`src/rtl/alu_mdu.sv`:
```
// alu_mdu: RV32/RV64 execute unit. Base ALU ops plus the M extension (multiply, divide, remainder)
// behind a valid/ready handshake; one operation in flight, registered result and flags.
module alu_mdu #(
  parameter int XLEN    = 32,
  parameter int MUL_LAT = 2
) (
  input  logic            clk,
  input  logic            rst_n,
  input  logic            flush,
  input  logic            in_valid,
  output logic            in_ready,
  input  logic [4:0]      op,
  input  logic [XLEN-1:0] data1,
  input  logic [XLEN-1:0] data2,
  output logic            out_valid,
  input  logic            out_ready,
  output logic [XLEN-1:0] ALU_out,
  output logic            zero,
  output logic            less,
  output logic            less_unsigned
);

  localparam int SHW  = $clog2(XLEN);
  localparam int CMAX = (XLEN > MUL_LAT) ? XLEN : MUL_LAT;
  localparam int CW   = $clog2(CMAX + 1);
  localparam logic [CW-1:0]   MUL_LAST  = (MUL_LAT > 1) ? CW'(MUL_LAT - 2) : '0;
  localparam logic [CW-1:0]   DIV_LAST  = CW'(XLEN - 1);
  localparam logic [XLEN-1:0] MOST_NEG  = {1'b1, {(XLEN-1){1'b0}}};
  localparam bit              MUL_MULTI = (MUL_LAT > 1);

  typedef enum logic [1:0] {S_IDLE, S_MUL, S_DIV, S_DONE} state_t;

  state_t state, state_n;

  logic [CW-1:0]   cnt;
  logic [XLEN-1:0] a_q, b_q;
  logic [1:0]      mf_q;
  logic [XLEN-1:0] rem_q, quot_q, dvs_q;
  logic            neg_q, neg_r, rem_sel;

  logic            accept;
  logic            is_mul, is_div, div_sgn, div_zero, div_ovf;
  logic [XLEN-1:0] acc_res;
  logic [1:0]      mul_f;
  logic [XLEN-1:0] mul_a, mul_b, mul_out;
  logic [XLEN:0]   rem_sh, diff;
  logic [XLEN-1:0] rem_n, quot_n, q_fin, r_fin, div_fin;
  logic            res_we;
  logic [XLEN-1:0] res_n;

  function automatic logic [XLEN-1:0] base_alu(input logic [3:0] code,
                                               input logic [XLEN-1:0] a,
                                               input logic [XLEN-1:0] b);
    logic [SHW-1:0]  sh;
    logic [XLEN-1:0] r;
    sh = b[SHW-1:0];
    case (code)
      4'b0010: r = a + b;
      4'b0110: r = a - b;
      4'b0000: r = a & b;
      4'b0111: r = a | b;
      4'b0100: r = a ^ b;
      4'b1010: r = {{(XLEN-1){1'b0}}, $signed(a) < $signed(b)};
      4'b0011: r = {{(XLEN-1){1'b0}}, a < b};
      4'b0001: r = a << sh;
      4'b0101: r = a >> sh;
      4'b1101: r = $signed(a) >>> sh;
      4'b1000: r = b;
      default: r = {(XLEN/32){32'hdeadbeef}};
    endcase
    return r;
  endfunction

  // f: 00 low half, 01 s*s high, 10 s*u high, 11 u*u high
  function automatic logic [XLEN-1:0] mul_res(input logic [1:0] f,
                                              input logic [XLEN-1:0] a,
                                              input logic [XLEN-1:0] b);
    logic              sa, sb;
    logic [2*XLEN-1:0] ax, bx, p;
    sa = a[XLEN-1] & ((f == 2'b01) | (f == 2'b10));
    sb = b[XLEN-1] & (f == 2'b01);
    ax = {{XLEN{sa}}, a};
    bx = {{XLEN{sb}}, b};
    p  = ax * bx;
    return (f == 2'b00) ? p[XLEN-1:0] : p[2*XLEN-1:XLEN];
  endfunction

  function automatic logic [XLEN-1:0] mag(input logic sgn, input logic [XLEN-1:0] x);
    return (sgn && x[XLEN-1]) ? -x : x;
  endfunction

  assign in_ready  = ~flush & ((state == S_IDLE) | ((state == S_DONE) & out_ready));
  assign accept    = in_valid & in_ready;
  assign out_valid = (state == S_DONE);

  // One multiplier serves both the single-cycle path (live inputs) and the
  // multi-cycle path (latched operands while in S_MUL).
  always_comb begin
    mul_f   = (state == S_MUL) ? mf_q : op[1:0];
    mul_a   = (state == S_MUL) ? a_q  : data1;
    mul_b   = (state == S_MUL) ? b_q  : data2;
    mul_out = mul_res(mul_f, mul_a, mul_b);
  end

  always_comb begin
    is_mul   = op[4] & ~op[2];
    is_div   = op[4] & op[2];
    div_sgn  = ~op[0];
    div_zero = (data2 == '0);
    div_ovf  = div_sgn & (data1 == MOST_NEG) & (data2 == '1);
    acc_res  = base_alu(op[3:0], data1, data2);
    if (is_mul) begin
      acc_res = mul_out;
    end else if (is_div) begin
      if (div_zero) acc_res = op[1] ? data1 : '1;
      else          acc_res = op[1] ? '0 : data1;
    end
  end

  // Restoring divide step: the dividend shifts out of quot_q while quotient bits shift in.
  always_comb begin
    rem_sh  = {rem_q, quot_q[XLEN-1]};
    diff    = rem_sh - {1'b0, dvs_q};
    rem_n   = diff[XLEN] ? rem_sh[XLEN-1:0] : diff[XLEN-1:0];
    quot_n  = {quot_q[XLEN-2:0], ~diff[XLEN]};
    q_fin   = neg_q ? -quot_n : quot_n;
    r_fin   = neg_r ? -rem_n : rem_n;
    div_fin = rem_sel ? r_fin : q_fin;
  end

  always_comb begin
    state_n = state;
    res_we  = 1'b0;
    res_n   = acc_res;
    if (flush) begin
      state_n = S_IDLE;
    end else if (accept) begin
      if (is_mul && MUL_MULTI) begin
        state_n = S_MUL;
      end else if (is_div && !div_zero && !div_ovf) begin
        state_n = S_DIV;
      end else begin
        state_n = S_DONE;
        res_we  = 1'b1;
      end
    end else begin
      case (state)
        S_MUL: if (cnt == MUL_LAST) begin
          state_n = S_DONE;
          res_we  = 1'b1;
          res_n   = mul_out;
        end
        S_DIV: if (cnt == DIV_LAST) begin
          state_n = S_DONE;
          res_we  = 1'b1;
          res_n   = div_fin;
        end
        S_DONE: if (out_ready) state_n = S_IDLE;
        default: ;
      endcase
    end
  end

  always_ff @(posedge clk or negedge rst_n) begin
    if (!rst_n) state <= S_IDLE;
    else        state <= state_n;
  end

  always_ff @(posedge clk or negedge rst_n) begin
    if (!rst_n) begin
      ALU_out       <= '0;
      zero          <= 1'b0;
      less          <= 1'b0;
      less_unsigned <= 1'b0;
      cnt           <= '0;
      a_q           <= '0;
      b_q           <= '0;
      mf_q          <= '0;
      rem_q         <= '0;
      quot_q        <= '0;
      dvs_q         <= '0;
      neg_q         <= 1'b0;
      neg_r         <= 1'b0;
      rem_sel       <= 1'b0;
    end else begin
      if (res_we) begin
        ALU_out <= res_n;
        zero    <= (res_n == '0);
      end
      if (flush) begin
        cnt <= '0;
      end else if (accept) begin
        cnt           <= '0;
        less          <= $signed(data1) < $signed(data2);
        less_unsigned <= data1 < data2;
        a_q           <= data1;
        b_q           <= data2;
        mf_q          <= op[1:0];
        rem_q         <= '0;
        quot_q        <= mag(div_sgn, data1);
        dvs_q         <= mag(div_sgn, data2);
        neg_q         <= div_sgn & (data1[XLEN-1] ^ data2[XLEN-1]);
        neg_r         <= div_sgn & data1[XLEN-1];
        rem_sel       <= op[1];
      end else if (state == S_MUL) begin
        cnt <= cnt + CW'(1);
      end else if (state == S_DIV) begin
        cnt    <= cnt + CW'(1);
        rem_q  <= rem_n;
        quot_q <= quot_n;
      end
    end
  end

endmodule

```
`config.mk`:
```
export PLATFORM = sky130hd
export DESIGN_NAME = alu_mdu
export DESIGN_NICKNAME = d
export VERILOG_FILES = /design/src/rtl/alu_mdu.sv
export SDC_FILE = /design/constraint.sdc
export NUM_CORES = 2
export LEC_CHECK = 0
export CAP_MARGIN = 25
export CORE_MARGIN = 5
export CORE_UTILIZATION = 30
export DETAILED_ROUTE_END_ITERATION = 8
export SLEW_MARGIN = 10
export SYNTH_ARGS = -nofsm -noshare
export SYNTH_HDL_FRONTEND = slang
export SYNTH_SLANG_ARGS = --single-unit
```
`constraint.sdc`:
```
create_clock -name clk -period 14.4 [get_ports clk]
set_input_delay 1.44 -clock clk [delete_from_list [all_inputs] [get_ports clk]]
set_output_delay 1.44 -clock clk [all_outputs]
set_load 0.005 [all_outputs]
```
==> out/metrics.yaml <==
outcome: "complete, no violations"
r2r_end: "zero"
synthCells: 7675
reg2reg_depth: 36
yosysUniqueCellTypes: 103
path_clk_slew_ns: 0.07
cts_root_buf: "clkbuf_16"
setup_tns_ns: 0
vias: 58600
dieWidth_um: 468
antenna_found_initial: 26
ant_nets: 0
tightest_slew_ns: 1.21
dp.cells: 10400
drc: 0
grt_usage: 0.260
min_period_ns: 13.27
place_congestion: 1.07
synth_nets: 9232
die_y_um: 468
max-slew-margin-rel: 0.180
holdPathEnd: "a_q[28]"
rsz0062_at_grt: "false"
fmax_ghz: 0.0754
crit_fanout: 17
r2r_start: "state[1]"
h-tree-depth: 1
synthTopCellsByArea: "fa_1, dfrtp_1, inv_1, nand2_1, ha_1"
start_util: 0.301
die_area_mm2: 0.219
ys.warnings.count: 0
cts_tree: "yes"
dominantRegCellSynth: "dfrtp_1"
finalSetupViolations: 0
synthesis.area_mm2: 0.0628
fin_crit_sh: 0.921
crit_path_max_incr_delay_ns: 0.90
final_cell_mix: "inv_1, nand2_1, fa_1, nor2_1, o21ai_0"
end_kind: "flop"
async_reset_ff_frac: 1.00
nNetsFinal: 9168
vias_per_cell: 5.61
grt_pass1_wl_um: 419000
drtPass1Iterations: 6
cts_max_path_buffers: 3
synth.area.mux_share: 0.0395
portBuffers: 110
slowest_stage: "o21ai_2"
grt_pass1_vias: 59300
hold_depth: 2
num_rows: 168
synth-seq-cells: 206
synth-simple-area-share: 0.161
synth_xor_area_frac: 0.0264
clock_latency_ns: 0.63
fin_util: 0.330
hold_violations: 0
cts_buffers: 29
cp.required_ns: 14.93
fin_cells: 10400
netlist.area_leader.share: 0.359
mostFrequentLayoutCell: "inv_1"
areaGrowthSynthToFinish_pct: 9.92
drive_gt1_frac: 0.0718
crit_top_cell: "fa_1"
synth-edff-count: 0
setup_ws_ns: 1.13
dpl.hpwl_um: 234000
critPathLaunchType: "input port"
ys_seq_area_frac: 0.0821
cts_sinks: 206
slew_violations: 0
routedWlPerCell_um: 27.6
grt_overflow: 0
hold_path_class: "reg2reg"
io_pins: 111
synth_compound_area_frac: 0.150
hold_path_startpoint: "a_q[28]"
place_ws_ns: 0.807
post-cts-setup-buffers: 0
wl_um: 289000
synth_top_cell_by_area: "fa_1"
grt_max_degree: 104
initialDrtViolationCount: 6603
worstPathArrival_ns: 13.79
avgSynthCellArea_um2: 8.18
synth_top_family_by_area: "adder cells"
hold_buffers: 0
core_mm2: 0.209
synth_adder_area_share: 0.430
cts_resized: 0
skew_ns: 0.0167
max_cap_violations: 0
path_class: "in2reg"
rrSetupSlack_ns: 1.18
cells by family (layout without fill, tap and decap cells):
group / count (synthesis) / after routing
and+or+nand+nor: 2357 / 2357
muxes: 170 / 170
adders and majority gates: 1483 / 1483
xor gates and xnor gates: 189 / 189
buffers and inverters: 1832 / 1791
DFF: 206 / 206
other: 0 / 6
AOI/OAI and AO/OA: 1438 / 1438
state kept, by name (all words and copies together) (netlist names):
| signal | count |
|---|---|
| ALU_out | 32 |
| a_q | 32 |
| b_q | 32 |
| cnt | 6 |
| dvs_q | 31 |
| less | 1 |
| less_unsigned | 1 |
| mf_q | 2 |
| neg_q | 1 |
| neg_r | 1 |
| quot_q | 32 |
| rem_q | 32 |
| state | 2 |
| zero | 1 |
stage by stage:
| stage | hold WS [ns] | cell area, um^2 |
|---|---|---|
| after floorplan | 0.441 | 62800 |
| after global placement | 0.462 | 67800 |
| after detailed placement | 0.471 | 68000 |
| after CTS | 0.483 | 69000 |
| after global routing | 0.503 | 69000 |
| final | 0.481 | 69100 |
cell type report:
type | instances | area, um^2
Fill cell | 22100 | 140000
Sequential cell | 206 | 5150
Multi-Input combinational cell | 5637 | 51100
Inverter | 1368 | 5130
Clock buffer | 36 | 812
Tap cell | 2805 | 3510
Antenna cell | 6 | 15.0
Timing Repair Buffer | 369 | 3090
Clock inverter | 18 | 210
critical path: cells and delay by family:
kind | cells | cell delay, ns
compound gates | 11 | 3.88
fa+ha+maj | 9 | 4.45
buf+inv | 6 | 1.57
mux | 1 | 0.27
simple gates | 5 | 2.15
cell usage after synthesis (all sizes together), types with 26 or more instances:
master and instances:
inv 1353, o31ai 45, mux2 42, buf 73
nor4 40, nand4 46, a22oi 33, a211oi 58
xnor2 140, nor2 547, a31oi 44, or3 28
and2 64, mux4 58, fa 1128, nand2 1298
o2111ai 29, a221oi 37, ha 355, o21a 74
clkbuf 391, mux2i 70, a21oi 291, dfrtp 206
o211ai 50, o22ai 26, xor2 49, nand2b 38
o21ai 434, a21o 61, nor3 79, nand3 78
metal layers:
metal / wire length [um] / global-route usage
met1: 111000 / 0.333
met2: 123000 / 0.392
met3: 34100 / 0.0842
met4: 20200 / 0.138
met5: 235 / 0
worst max path at each step:
stage | from | to | slack, ns | cells past startpoint
6_report | data2[12] | zero | 1.13 | 32
5_1_grt | state[1] | zero | 0.78 | 34
4_1_cts | state[1] | zero | 1.44 | 35
3_5_place_dp | data2[31] | zero | 0.81 | 34
3_3_place_gp | data2[12] | zero | 0.87 | 32
2_1_floorplan | data2[2] | zero | 1.97 | 39
Power is not shown: default switching activity piles up to over one toggle a cycle in this logic, so the estimate is an artifact.
